==> src/rtl/cavlc_pkg.sv <==
`default_nettype none
// +--------------------------------------------------------------------+
// | cavlc_pkg : shared CAVLC coeff_token types and limits              |
// | rev 1.0                                                            |
// +--------------------------------------------------------------------+
package cavlc_pkg;

  typedef enum logic [2:0] {
    TBL_VLC0 = 3'd0,
    TBL_VLC1 = 3'd1,
    TBL_VLC2 = 3'd2,
    TBL_FLC  = 3'd3,
    TBL_CDC  = 3'd4
  } table_sel_e;

  typedef enum logic [1:0] {
    BLK_LUMA      = 2'd0,
    BLK_CHROMA_AC = 2'd1,
    BLK_CHROMA_DC = 2'd2,
    BLK_RSVD      = 2'd3
  } blk_type_e;

  localparam logic [4:0] MAX_TC     = 5'd16;
  localparam logic [4:0] MAX_TC_CDC = 5'd4;

endpackage
`default_nettype wire

==> src/rtl/cavlc_nc_sel.sv <==
`default_nettype none
// +--------------------------------------------------------------------+
// | cavlc_nc_sel : neighbour counts -> nC and coeff_token table select |
// | rev 1.0                                                            |
// +--------------------------------------------------------------------+
module cavlc_nc_sel
  import cavlc_pkg::*;
(
  input  logic [4:0]        na_i,
  input  logic [4:0]        nb_i,
  input  logic              na_avail_i,
  input  logic              nb_avail_i,
  input  logic [1:0]        blk_type_i,
  output logic signed [5:0] nc_o,
  output logic [2:0]        tbl_o
);

  logic [4:0] avg_w;

  // Rounded-up mean of both neighbours; the 6-bit sum cannot overflow (max 33).
  assign avg_w = 5'((6'(na_i) + 6'(nb_i) + 6'd1) >> 1);

  always_comb begin
    nc_o = 6'sd0;
    if (blk_type_i == BLK_CHROMA_DC) begin
      nc_o = -6'sd1;
    end else if (na_avail_i && nb_avail_i) begin
      nc_o = signed'({1'b0, avg_w});
    end else if (na_avail_i) begin
      nc_o = signed'({1'b0, na_i});
    end else if (nb_avail_i) begin
      nc_o = signed'({1'b0, nb_i});
    end
  end

  always_comb begin
    tbl_o = TBL_FLC;
    if (nc_o < 6'sd0) begin
      tbl_o = TBL_CDC;
    end else if (nc_o < 6'sd2) begin
      tbl_o = TBL_VLC0;
    end else if (nc_o < 6'sd4) begin
      tbl_o = TBL_VLC1;
    end else if (nc_o < 6'sd8) begin
      tbl_o = TBL_VLC2;
    end
  end

endmodule
`default_nettype wire

==> src/rtl/cavlc_coeff_token_ctrl.sv <==
`default_nettype none
// +--------------------------------------------------------------------+
// | cavlc_coeff_token_ctrl : per-block coeff_token lookup sequencer     |
// | rev 1.0                                                            |
// +--------------------------------------------------------------------+
module cavlc_coeff_token_ctrl
  import cavlc_pkg::*;
#(
  parameter int LUT_LATENCY = 1,
  parameter int CODE_W      = 16,
  parameter int LEN_W       = 5
) (
  input  logic              clk,
  input  logic              rst_n,
  input  logic              req_valid_i,
  output logic              req_ready_o,
  input  logic [4:0]        tc_i,
  input  logic [1:0]        t1_i,
  input  logic [1:0]        blk_type_i,
  input  logic [4:0]        na_i,
  input  logic [4:0]        nb_i,
  input  logic              na_avail_i,
  input  logic              nb_avail_i,
  output logic [2:0]        lut_sel_o,
  output logic [4:0]        lut_tc_o,
  output logic [1:0]        lut_t1_o,
  input  logic [CODE_W-1:0] lut_code_i,
  input  logic [LEN_W-1:0]  lut_len_i,
  output logic              code_valid_o,
  input  logic              code_ready_i,
  output logic [CODE_W-1:0] code_bits_o,
  output logic [LEN_W-1:0]  code_len_o,
  output logic              err_o
);

  localparam int CNT_W = (LUT_LATENCY < 2) ? 1 : $clog2(LUT_LATENCY + 1);

  typedef enum logic [1:0] {
    ST_IDLE   = 2'd0,
    ST_LOOKUP = 2'd1,
    ST_OUT    = 2'd2
  } state_e;

  state_e             state_q, state_d;
  logic [CNT_W-1:0]   cnt_q, cnt_d;
  logic               req_ready_q, req_ready_d;
  logic [2:0]         lut_sel_q, lut_sel_d;
  logic [4:0]         lut_tc_q, lut_tc_d;
  logic [1:0]         lut_t1_q, lut_t1_d;
  logic               code_valid_q, code_valid_d;
  logic [CODE_W-1:0]  code_bits_q, code_bits_d;
  logic [LEN_W-1:0]   code_len_q, code_len_d;
  logic               err_q, err_d;

  logic signed [5:0]  nc_w;
  logic [2:0]         tbl_w;
  logic               illegal_w;

  cavlc_nc_sel u_nc_sel (
    .na_i       (na_i),
    .nb_i       (nb_i),
    .na_avail_i (na_avail_i),
    .nb_avail_i (nb_avail_i),
    .blk_type_i (blk_type_i),
    .nc_o       (nc_w),
    .tbl_o      (tbl_w)
  );

  // A negative nC marks a chroma DC block, whose table only covers up to 4 coefficients.
  assign illegal_w = (tc_i > MAX_TC) || ({3'b000, t1_i} > tc_i) ||
                     ((nc_w < 6'sd0) && (tc_i > MAX_TC_CDC)) ||
                     (blk_type_i == BLK_RSVD);

  always_comb begin
    state_d      = state_q;
    cnt_d        = cnt_q;
    req_ready_d  = req_ready_q;
    lut_sel_d    = lut_sel_q;
    lut_tc_d     = lut_tc_q;
    lut_t1_d     = lut_t1_q;
    code_valid_d = code_valid_q;
    code_bits_d  = code_bits_q;
    code_len_d   = code_len_q;
    err_d        = 1'b0;
    case (state_q)
      ST_IDLE: begin
        req_ready_d = 1'b1;
        if (req_valid_i && req_ready_q) begin
          if (illegal_w) begin
            err_d = 1'b1;
          end else begin
            state_d     = ST_LOOKUP;
            cnt_d       = CNT_W'(LUT_LATENCY);
            req_ready_d = 1'b0;
            lut_sel_d   = tbl_w;
            lut_tc_d    = tc_i;
            lut_t1_d    = t1_i;
          end
        end
      end
      ST_LOOKUP: begin
        if (cnt_q != '0) begin
          cnt_d = cnt_q - CNT_W'(1);
        end else begin
          state_d      = ST_OUT;
          code_valid_d = 1'b1;
          code_bits_d  = lut_code_i;
          code_len_d   = lut_len_i;
          lut_sel_d    = 3'd0;
          lut_tc_d     = 5'd0;
          lut_t1_d     = 2'd0;
        end
      end
      ST_OUT: begin
        if (code_ready_i) begin
          state_d      = ST_IDLE;
          code_valid_d = 1'b0;
          req_ready_d  = 1'b1;
        end
      end
      default: begin
        state_d = ST_IDLE;
      end
    endcase
  end

  always_ff @(posedge clk) begin
    if (!rst_n) begin
      state_q      <= ST_IDLE;
      cnt_q        <= '0;
      req_ready_q  <= 1'b0;
      lut_sel_q    <= 3'd0;
      lut_tc_q     <= 5'd0;
      lut_t1_q     <= 2'd0;
      code_valid_q <= 1'b0;
      code_bits_q  <= '0;
      code_len_q   <= '0;
      err_q        <= 1'b0;
    end else begin
      state_q      <= state_d;
      cnt_q        <= cnt_d;
      req_ready_q  <= req_ready_d;
      lut_sel_q    <= lut_sel_d;
      lut_tc_q     <= lut_tc_d;
      lut_t1_q     <= lut_t1_d;
      code_valid_q <= code_valid_d;
      code_bits_q  <= code_bits_d;
      code_len_q   <= code_len_d;
      err_q        <= err_d;
    end
  end

  assign req_ready_o  = req_ready_q;
  assign lut_sel_o    = lut_sel_q;
  assign lut_tc_o     = lut_tc_q;
  assign lut_t1_o     = lut_t1_q;
  assign code_valid_o = code_valid_q;
  assign code_bits_o  = code_bits_q;
  assign code_len_o   = code_len_q;
  assign err_o        = err_q;

endmodule
`default_nettype wire

==> config.mk <==
export PLATFORM = sky130hd
export DESIGN_NAME = cavlc_coeff_token_ctrl
export DESIGN_NICKNAME = d
export VERILOG_FILES = /design/src/rtl/cavlc_pkg.sv /design/src/rtl/cavlc_nc_sel.sv /design/src/rtl/cavlc_coeff_token_ctrl.sv
export SDC_FILE = /design/constraint.sdc
export NUM_CORES = 1
export LEC_CHECK = 0
export ABC_AREA = 1
export BUFFER_PORTS_ARGS = -buffer_cell sky130_fd_sc_hd__clkbuf_2
export CAP_MARGIN = 20
export CORE_ASPECT_RATIO = 2
export CORE_UTILIZATION = 30
export DETAILED_ROUTE_END_ITERATION = 10
export PLACE_DENSITY = 0.54
export SLEW_MARGIN = 5
export SYNTH_ARGS = -nofsm -noshare
export SYNTH_HDL_FRONTEND = slang
export SYNTH_SLANG_ARGS = --single-unit
==> constraint.sdc <==
create_clock -name clk -period 2.4 [get_ports clk]
set_input_delay 0.24 -clock clk [delete_from_list [all_inputs] [get_ports clk]]
set_output_delay 0.24 -clock clk [all_outputs]
set_load 0.1 [all_outputs]
Yosys cells after proc, flatten, opt, wreduce, memory -nomap -nowiden. Index checks and enable logic that the tools add are counted.

Bits in registers: 37. Input bits: 46. Output and inout bits: 34.

Add/sub/neg operators: 3. $lt $le $gt $ge: 7. Eq/ne operators: 8. Muxes and demuxes: 36. Bitwise gates (word level): 1. Reduce and logical (&&, ||, !) cells: 17.

Operators with widths (number): 5-bit 2-to-1 mux (4); 3-bit 2-to-1 mux (6); 6-bit 2-to-1 mux (3); 2-bit 2-to-1 mux (7); 5-bit one-hot mux with 2 select lines (1); 1-bit 2-to-1 mux (9); 3-bit AND reduction (3); 2-bit != test, second input constant (4); 4-bit AND reduction (2); 5-bit by 5-bit adder with 6-bit output (1); 6-bit by 1-bit adder with 6-bit output, second input constant (1); 2-bit == test, second input constant (3); 6-bit by 1-bit < comparator with 1-bit output, second input constant (1); 6-bit by 3-bit < comparator with 1-bit output, second input constant (1); 6-bit by 4-bit < comparator with 1-bit output, second input constant (1); 6-bit by 5-bit < comparator with 1-bit output, second input constant (1); 1-bit one-hot mux with 2 select lines (3); 2-bit one-hot mux with 3 select lines (1); 3-bit one-hot mux with 2 select lines (1); 2-bit nonzero test (3); 2-bit by 5-bit > comparator with 1-bit output (1); 5-bit by 3-bit > comparator with 1-bit output, second input constant (1); 5-bit > comparator, second input constant (1); 2-bit one-hot mux with 2 select lines (1); 7 further kinds (12).

Logic depth before layout (Yosys ltp). Gate-level depths: netlist of run 1.

Depth in word-level cells: 12. Gate-level depth with buffers: 14. Depth with buffers taken out: 14.

Cells and area by module. A second synthesis of run 1 with hierarchy kept.

Cells, all modules: 278. Area, all modules: 2026.9 um2.

By module, submodules not included: cavlc_coeff_token_ctrl (times used 1, cells each 196, area an instance 1575.3 um2); cavlc_nc_sel (times used 1, cells each 82, area an instance 451.7 um2).

Least setup slack after synthesis of run 1. No wires, ideal clock.

Path type: flip-flop to flip-flop. Start: register req_ready_q, in the netlist req_ready_o. End: register lut_t1_q[1], in the netlist lut_t1_o[1]. Setup time: 0.132 ns. Arrival: 1.681 ns. Required time: 2.268 ns. Slack: 0.586 ns. Cell stages (with the launch flop): 7. Buffers on the path: 1. Path through: dfxtp_1 -> nand2_1 -> inv_1 -> nand4_4 -> buf_6 -> nand3_1 -> a21oi_1.

Cells in the longest elaborated chain, start to end: 3.

Ends and longest elaborated chain: start: declaration (RTL line cavlc_coeff_token_ctrl.sv:46) `logic req_ready_q, req_ready_d;`; start signal: assignment (RTL line cavlc_coeff_token_ctrl.sv:142) `req_ready_q <= req_ready_d;`; 1-bit logical AND (RTL line cavlc_coeff_token_ctrl.sv:88) `if (req_valid_i && req_ready_q) begin`; 2-bit != test (no line); 4-bit AND reduction (no line); end signal: assignment (RTL line cavlc_coeff_token_ctrl.sv:145) `lut_t1_q <= lut_t1_d;`; end: declaration (RTL line cavlc_coeff_token_ctrl.sv:49) `logic [1:0] lut_t1_q, lut_t1_d;`.

Every way passes these cells. A chain may end at the register's enable or synchronous reset.

Worst setup path in the final report of run 1.
Start: input port na_i[2]. End: register lut_sel_q[0], in the netlist lut_sel_o[0].

Cells in the longest elaborated chain, start to end: 12.

Ends and longest elaborated chain: start: declaration (RTL line cavlc_coeff_token_ctrl.sv:20) `input logic [4:0] na_i,`; 5-bit by 5-bit adder with 6-bit output (RTL line cavlc_nc_sel.sv:21) `assign avg_w = 5'((6'(na_i) + 6'(nb_i) + 6'd1) >> 1);`; 6-bit by 1-bit adder with 6-bit output (RTL line cavlc_nc_sel.sv:21); 6-bit 2-to-1 mux * (RTL line cavlc_nc_sel.sv:27) `end else if (na_avail_i && nb_avail_i) begin`; 6-bit 2-to-1 mux * (RTL line cavlc_nc_sel.sv:25) `if (blk_type_i == BLK_CHROMA_DC) begin`; 6-bit by 5-bit < comparator with 1-bit output (RTL line cavlc_nc_sel.sv:44) `end else if (nc_o < 6'sd8) begin`; 1-bit 2-to-1 mux (RTL line cavlc_nc_sel.sv:44); 3-bit 2-to-1 mux (RTL line cavlc_nc_sel.sv:42) `end else if (nc_o < 6'sd4) begin`; 3-bit 2-to-1 mux (RTL line cavlc_nc_sel.sv:40) `end else if (nc_o < 6'sd2) begin`; 3-bit 2-to-1 mux (RTL line cavlc_nc_sel.sv:38) `if (nc_o < 6'sd0) begin`; 3-bit 2-to-1 mux (RTL line cavlc_coeff_token_ctrl.sv:89) `if (illegal_w) begin`; 3-bit 2-to-1 mux (RTL line cavlc_coeff_token_ctrl.sv:88); 3-bit one-hot mux with 2 select lines (RTL line cavlc_coeff_token_ctrl.sv:85) `case (state_q)`; end signal: assignment (RTL line cavlc_coeff_token_ctrl.sv:143) `lut_sel_q <= lut_sel_d;`; end: declaration (RTL line cavlc_coeff_token_ctrl.sv:47) `logic [2:0] lut_sel_q, lut_sel_d;`.

Mark *: on every way between the ends. The rest lies on a longest branch, timed or not. The select of a mux whose other input is x is not followed.

==> results.toml, run 1 <==
[run_status]
outcome = "complete, no violations"

[clocking]
clk-insertion-delay-late_ps = 290
cts_setup_buffers = 0
numCtsBuffers = 5
ctsRootBufferMaster = "clkbuf_8"
cts_tree = "done"
clk_pin_slew_worst_paths_ps = 70
clock_path_buffers = 2
htree_levels = 2
clock-sinks = 37
cts_hold_buf = 0
cts_resized = 0

[drt]
dr.pass1.iters = 4
ant_nets = 0
wire_per_inst_microns = 11.2
wirelength_mm = 4.23
drc = 0
via_count = 1735
drt_iter0_drc = 86
via_per_inst = 4.61

[power_and_ir_drop]
p_sw_mw = 0.430
p_per_area_mw_per_mm2 = 608
switching_share = 0.315
power.internal_mw = 0.937
power_frac_comb = 0.213
p_seq_frac = 0.469
ir_drop_mv = 0.498
pwr-share-clk = 0.318
total_power_mw = 1.37
leakagePower_nw = 1.17

[timing]
finalCriticalPeriod_ps = 1690
slew_headroom = 0.633
tightestPinTransition_ps = 552
rsz0062_at_grt = "no"
setup_ws_ps = 711
holdWs_ps = 178
slew_viol_final = 0
fin_crit_sh = 0.704
fin_skew_ps = 3.18
setup_violations = 0
tns_ps = 0
hold_viol = 0
fmax_ghz = 0.592

[floorplanning]
dieWidth_microns = 55.3
die-area_sq_mm = 0.00600
ioPinCount = 80
num_rows = 38
die_y_microns = 109
core_sq_mm = 0.00547
start_util = 0.312

[synth]
netlist_instances = 237
syn_nets = 290
ys_types = 22
syn-cell-area_sq_mm = 0.00170
ys_seq_area_frac = 0.435
ys_warn_count = 0
avgSynthCellArea_sq_um = 7.19
ys_seq_elements = 37

[worst_setup_path]
regToRegSetupSlack_ps = 890
cp_max_fo = 4
timing.rr.end = "lut_sel_o[2]$_SDFFE_PN0P_"
crit-reg2reg-launch = "state_q[1]$_SDFFE_PN0P_"
reg2regPathDepth = 7
end_kind = "flip-flop"
required_ps = 2560
path_class = "in2reg"
crit_arrival_ps = 1850
cp-start-kind = "input port"

[final_layout]
final_area_sq_mm = 0.00225
multi_input_area_sq_um = 825
final_common_cell = "clkbuf_2"
antenna_cells = 0
register_area_sq_um = 741
drive_gt1_frac = 0.304
fill_cells = 615
fin_cells = 376
fin_nets = 369
area_growth_pct = 31.9
final_core_util = 0.411
layout_common_cells = "clkbuf_2 (79), nor2_1 (52), nand2_1 (38)"

[global_routing]
grt_use_total = 0.151
grt_overflow = 0
antenna_found_initial = 0
first_global_vias = 1596
grt_max_degree = 34
grt_first_pass_wirelength_mm = 7.01

[min_path]
holdPathStages = 3
hold_path_class = "in2reg"
hold-path-endpoint = "code_bits_o[7]$_SDFFE_PN0P_"
hp-start = "lut_code_i[7]"

[place]
dp_hpwl_mm = 3.21
numPlacedInstances = 368
dp_slack_ps = 406
postPlaceCellArea_sq_mm = 0.00213
numPortBuffers = 79
place_congestion = 0.760

[job]
maxCapViolCount = 0
-- sequential cells by signal, indices dropped and copies added, names as in the netlist --
name,flops
err_o,1
cnt_q,1
lut_sel_o,3
lut_t1_o,2
code_valid_o,1
code_bits_o,16
req_ready_o,1
code_len_o,5
state_q,2
lut_tc_o,5
-- power groups by stage --
| stage | combinational [mW] | clock [mW] | sequential [mW] |
|---|---|---|---|
| floorplan | 0.0930 | 0 | 0.774 |
| global placement | 0.291 | 0 | 0.655 |
| detailed placement | 0.292 | 0 | 0.655 |
| CTS | 0.293 | 0.458 | 0.641 |
| global route | 0.318 | 0.483 | 0.643 |
| finish | 0.291 | 0.435 | 0.641 |
-- layout make-up --
| class | count | area share |
|---|---|---|
| inverters | 24 | 0.0406 |
| well taps | 60 | 0.0334 |
| flip-flops and latches | 37 | 0.329 |
| multi-input cells | 167 | 0.367 |
| clock buffers | 7 | 0.0384 |
| repair buffers | 81 | 0.191 |
-- how the worst max path moves through the flow --
stage | start | cells past startpoint | end
final | na_i[2] | 13 | lut_sel_o[0]$_SDFFE_PN0P_
after global routing | na_i[2] | 13 | lut_sel_o[0]$_SDFFE_PN0P_
after CTS | state_q[1]$_SDFFE_PN0P_ | 6 | lut_sel_o[2]$_SDFFE_PN0P_
after detailed placement | na_i[2] | 13 | lut_sel_o[0]$_SDFFE_PN0P_
after global placement | na_i[2] | 13 | lut_sel_o[0]$_SDFFE_PN0P_
after floorplan | req_ready_o$_SDFFE_PN0P_ | 6 | lut_t1_o[1]$_SDFFE_PN0P_
-- cells in the mapped netlist, drive strengths merged --
library cell,instances,area (sq um)
inv,23,86.3
a211oi,2,20.0
nand3,19,95.1
clkinv,1,5.00
ha,7,87.6
a21boi,1,7.51
dfxtp,37,741
clkbuf,3,11.3
a21oi,15,75.1
nor2,56,225
buf,6,36.3
nand4,1,21.3
o21ai,25,129
and2,1,7.51
nor3,1,5.00
nand2,38,143
o311ai,1,8.76
-- worst max-delay path: stages --
cell,delay [ps]
clkbuf_2,90
ha_1,330
a21oi_1,200
nand2_1,100
nand2_1,60
nand2_1,50
a21oi_1,200
nand2_1,80
ha_1,270
inv_1,50
nand2_1,40
nand3_1,80
a21oi_1,50
-- routing by layer --
metal  part of all wire  GRT usage  wire (microns)
met1               0.38      0.139            1630
met2               0.54      0.298            2290
met3              0.047     0.0323             197
met4              0.025     0.0804             106
met5                  0          0               0
-- cells by family (layout without fill, tap and decap cells) --
| group | count (synthesis) | in the layout | synth area share |
|---|---|---|---|
| compound gates | 44 | 44 | 0.141 |
| flops | 37 | 37 | 0.435 |
| simple gates | 116 | 116 | 0.291 |
| fa+ha+maj | 7 | 7 | 0.0514 |
| buf+inv | 33 | 112 | 0.0815 |
No activity file was read; power rests on OpenSTA's default activity.
==> run 2: changes to the inputs <==
- clock period: 2.4 -> 1.7 ns (I/O delays scaled with it)
==> run 2 against run 1 <==
  * Global-route usage up 0.16 points
  * Total power up 41%
  * Worst hold slack worse by 76 ps
  * Register-to-register slack worse by 500 ps
  * Clock power up 35%
  * Routed wire length up 1.3%
  * Via count up 1.4%
  * Combinational power up 47%
  * Setup slack worse by 540 ps
  * Critical endpoint unchanged
==> results.toml, run 2 (synthesis gave the netlist of run 1 again) <==
[timing]
fin_skew_ps = 5.19
finalCriticalPeriod_ps = 1530
setup_violations = 0
tightestPinTransition_ps = 559
tns_ps = 0
rsz0062_at_grt = "no"
fin_crit_sh = 0.901
hold_viol = 0
fmax_ghz = 0.653
slew_viol_final = 0
slew_headroom = 0.629

[worst_setup_path]
cp-start-kind = "input port"
reg2regPathDepth = 5
cp_max_fo = 3
crit-reg2reg-launch = "state_q[1]$_SDFFE_PN0P_"
regToRegSetupSlack_ps = 390
crit_arrival_ps = 1690
required_ps = 1850
worst-path-buf-inv = 3
timing.rr.end = "lut_tc_o[0]$_SDFFE_PN0P_"
path_class = "in2reg"
cp_top_family = "adder cells"
slowest_delay_ps = 330
end_kind = "flip-flop"
critical_path.most_common_cell = "nand2_1"
cpMaxStageDelayCell = "ha_1"
crit_chain = "clkbuf_2 -> ha_1 -> nand2_1 -> inv_1 -> nand2_1 -> nand2_1 -> nand2_1 -> nand2_1 -> a21oi_1 -> nand2_1 -> ha_1 -> inv_1 -> nand2_1 -> nand3_1 -> a21oi_1"

[floorplanning]
ioPinCount = 80
die-area_sq_mm = 0.00600
dieWidth_microns = 55.3
num_rows = 38
start_util = 0.312
die_y_microns = 109
core_sq_mm = 0.00547

[final_layout]
final_area_sq_mm = 0.00230
fill_cells = 601
area_growth_pct = 35.1
antenna_cells = 0
largest_register_ffs = 16
drive_gt1_frac = 0.329
multi_input_area_sq_um = 828
register_area_sq_um = 742
final_common_cell = "clkbuf_2"
fin_nets = 377
final_core_util = 0.421
layout_common_cells = "clkbuf_2 (79), nor2_1 (52), nand2_1 (38)"

[clocking]
clk_pin_slew_worst_paths_ps = 70
clock-sinks = 37
numCtsBuffers = 5
cts_tree = "done"
clk-insertion-delay-late_ps = 290
cts_resized = 0
cts_setup_buffers = 0
cts_hold_buf = 0
ctsRootBufferMaster = "clkbuf_8"
clock_path_buffers = 2
htree_levels = 2

[place]
place_congestion = 0.725
dp_hpwl_mm = 3.44
postPlaceCellArea_sq_mm = 0.00222
numPortBuffers = 79

[min_path]
hold-path-endpoint = "code_bits_o[0]$_SDFFE_PN0P_"
holdPathStages = 3
hold_path_class = "in2reg"
hp-start = "lut_code_i[0]"

[drt]
drt_iter0_drc = 61
drc = 0
via_per_inst = 4.57
dr.pass1.iters = 4
wire_per_inst_microns = 11.1
ant_nets = 0
wirelength_mm = 4.28
via_count = 1760

[global_routing]
grt_first_pass_wirelength_mm = 7.20
first_global_vias = 1608
grt_overflow = 0
grt_use_total = 0.152
grt_max_degree = 24
antenna_found_initial = 0

[power_and_ir_drop]
ir_drop_mv = 0.712
leakagePower_nw = 1.21
p_per_area_mw_per_mm2 = 835
total_power_mw = 1.92

[run_status]
outcome = "complete, no violations"

[job]
maxCapViolCount = 0
==> run 2: per-layer routing <==
metal | share of wire | GRT usage
met5 | 0 | 0
met3 | 0.042 | 0.0287
met1 | 0.38 | 0.150
met4 | 0.029 | 0.0964
met2 | 0.55 | 0.285
==> run 2: cell type report <==
type	count	share of cell area
flip-flops and latches	37	0.322
clock inverters	2	0.00435
clock buffers	6	0.0315
inverters	24	0.0397
repair buffers	89	0.210
well taps	60	0.0326
multi-input cells	167	0.360
==> run 2: per-stage QoR <==
step	std cells	worst slack, ps	hold WS [ps]
2_1_floorplan	237	2.59	305
3_3_place_gp	377	-128	395
3_5_place_dp	377	-153	400
4_1_cts	385	154	97.1
5_1_grt	385	46.0	112
6_report	385	168	102
==> run 2: where the power goes <==
part / switching, mW / total, mW / internal (mW) / leakage [nW]
clock: 0.304 / 0.588 / 0.284 / 0.0450
combinational: 0.306 / 0.429 / 0.123 / 0.862
sequential: 0.0127 / 0.905 / 0.892 / 0.300
total: 0.623 / 1.92 / 1.30 / 1.21
==> run 2: worst max-delay path by stage <==
stage / from / to / depth (start not counted)
2_1_floorplan: na_i[2] / lut_sel_o[0]$_SDFFE_PN0P_ / 12
3_3_place_gp: na_i[2] / lut_sel_o[0]$_SDFFE_PN0P_ / 13
3_5_place_dp: na_i[2] / lut_sel_o[0]$_SDFFE_PN0P_ / 13
4_1_cts: na_i[2] / lut_sel_o[0]$_SDFFE_PN0P_ / 13
5_1_grt: na_i[2] / lut_sel_o[0]$_SDFFE_PN0P_ / 15
6_report: na_i[2] / lut_sel_o[0]$_SDFFE_PN0P_ / 15
==> run 2: worst min-delay path: stages <==
cell      delay, ps
clkbuf_2         70
nor2_1           30
nor2_1           80
==> run 3: changes to the inputs <==
- CORE_UTILIZATION: 30 -> 46
- PLACE_DENSITY: 0.54 -> not set
- PLACE_DENSITY_LB_ADDON: not set -> 0.1
==> run 3 against run 2 <==
  * Clock skew down 2.2 ps
  * Clock power grew 3%
  * Routed wire length is 4.9% lower
  * Combinational power down 0.9%
  * Final cell count fell by 3.4%
  * Critical endpoint unchanged
  * Largest power group unchanged
  * Highest routed layer unchanged
==> results.toml, run 3 (synthesis gave the netlist of run 1 again) <==
[worst_setup_path]
path_class = "in2reg"
end_kind = "flip-flop"
crit_chain = "clkbuf_2 -> ha_1 -> nand2_1 -> inv_1 -> nand2_1 -> nand2_1 -> nand2_1 -> nand2_1 -> a21oi_1 -> nand2_1 -> ha_1 -> inv_1 -> nand2_1 -> nand3_1 -> a21oi_1"
slowest_delay_ps = 330
reg2regPathDepth = 8
crit-reg2reg-launch = "state_q[0]$_SDFFE_PN0P_"
cpMaxStageDelayCell = "ha_1"
crit_path_end = "lut_sel_o[0]$_SDFFE_PN0P_"
crit_arrival_ps = 1670
cp_max_fo = 3
cp.depth = 15
regToRegSetupSlack_ps = 230
timing.rr.end = "lut_tc_o[3]$_SDFFE_PN0P_"
cp_top_family = "adder cells"
critical_path.most_common_cell = "nand2_1"
required_ps = 1850
cp-start-kind = "input port"
critPathLaunch = "na_i[2]"
worst-path-buf-inv = 3

[power_and_ir_drop]
ir_drop_mv = 0.408
leakagePower_nw = 1.20
pwr-share-clk = 0.313
p_sw_mw = 0.602
power.internal_mw = 1.33
switching_share = 0.311
p_per_area_mw_per_mm2 = 848
power_frac_comb = 0.219
p_seq_frac = 0.467

[timing]
finalCriticalPeriod_ps = 1520
tightestPinTransition_ps = 555
slew_viol_final = 0
fin_skew_ps = 2.97
hold_viol = 0
holdWs_ps = 111
fin_crit_sh = 0.893
rsz0062_at_grt = "no"
tns_ps = 0
fmax_ghz = 0.659
setup_violations = 0
setup_ws_ps = 182
slew_headroom = 0.632

[floorplanning]
num_rows = 31
ioPinCount = 80
start_util = 0.478
core_sq_mm = 0.00357
dieWidth_microns = 45.0
die_y_microns = 88.1
die-area_sq_mm = 0.00397

[drt]
wirelength_mm = 4.07
drt_iter0_drc = 27
via_count = 1783
via_per_inst = 4.79
wire_per_inst_microns = 10.9
ant_nets = 0
drc = 0
dr.pass1.iters = 4

[final_layout]
final_common_cell = "clkbuf_2"
largest_register_ffs = 16
final_core_util = 0.640
area_growth_pct = 34.1
fin_nets = 376
layout_common_cells = "clkbuf_2 (79), nor2_1 (52), nand2_1 (38)"
antenna_cells = 0
drive_gt1_frac = 0.325

[global_routing]
grt_overflow = 0
first_global_vias = 1598
antenna_found_initial = 0
grt_use_total = 0.218
grt_max_degree = 24
grt_first_pass_wirelength_mm = 6.36

[clocking]
clk_pin_slew_worst_paths_ps = 70
clock_path_buffers = 2
numCtsBuffers = 5
cts_hold_buf = 0
clk-insertion-delay-late_ps = 280
htree_levels = 2
ctsRootBufferMaster = "clkbuf_8"
cts_setup_buffers = 0
cts_tree = "done"
clock-sinks = 37

[place]
dp_slack_ps = -159
dp_hpwl_mm = 3.28
place_congestion = 0.741
numPortBuffers = 79

[run_status]
outcome = "complete, no violations"

[job]
maxCapViolCount = 0

[min_path]
hold_path_class = "in2reg"
-- run 3: routing by layer --
layer / share of wire / vias to the layer above / GRT usage / routed length (microns)
li1: - / 929 / - / -
met1: 0.36 / 797 / 0.192 / 1470
met2: 0.59 / 53 / 0.428 / 2390
met3: 0.036 / 4 / 0.0474 / 146
met4: 0.016 / 0 / 0.102 / 65
met5: 0 / - / 0 / 0
-- run 3: layout make-up --
cell class | count | area, sq um
well taps | 49 | 61.3
multi-input cells | 167 | 828
repair buffers | 88 | 475
flip-flops and latches | 37 | 742
inverters | 24 | 91.3
fillers | 374 | 1280
clock buffers | 7 | 86.3
-- run 3: power by group through the flow --
stage,clock network (mW),logic [mW],registers (mW)
after floorplan,0,0.131,1.09
after CTS,0.630,0.427,0.905
final,0.607,0.425,0.905
after global routing,0.663,0.463,0.907
after detailed placement,0,0.426,0.925
after global placement,0,0.423,0.924
-- run 3: worst min path at each step --
stage                        start                           end  slack (ps)  depth (start not counted)
floorplan           lut_code_i[10]  code_bits_o[10]$_SDFFE_PN0P_         300                          2
global placement    lut_code_i[12]  code_bits_o[12]$_SDFFE_PN0P_         390                          3
detailed placement   lut_code_i[6]   code_bits_o[6]$_SDFFE_PN0P_         400                          3
CTS                 lut_code_i[11]  code_bits_o[11]$_SDFFE_PN0P_         100                          3
global route         lut_code_i[9]   code_bits_o[9]$_SDFFE_PN0P_         110                          3
finish              lut_code_i[11]  code_bits_o[11]$_SDFFE_PN0P_         110                          3
-- run 3: what timing repair did --
item,4_1_cts,5_1_grt
hold endpoints to repair,0,0
endpoints found under the setup margin,0,1
gates resized for setup,0,1
-- run 3: worst reg2reg max path: stages, from the launching register on --
cell,delay (ps)
dfxtp_1,360
inv_1,70
nor2_2,130
inv_1,60
nor2_1,120
inv_1,220
buf_12,230
nand3_1,80
a21oi_1,70
-- run 3: per-stage QoR --
stage / std cells / power (mW) / cell area (sq um)
after floorplan: 237 / 1.22 / 1710
after global placement: 365 / 1.35 / 2190
after detailed placement: 365 / 1.35 / 2190
after CTS: 372 / 1.96 / 2280
after global routing: 372 / 2.03 / 2280
final: 372 / 1.94 / 2280
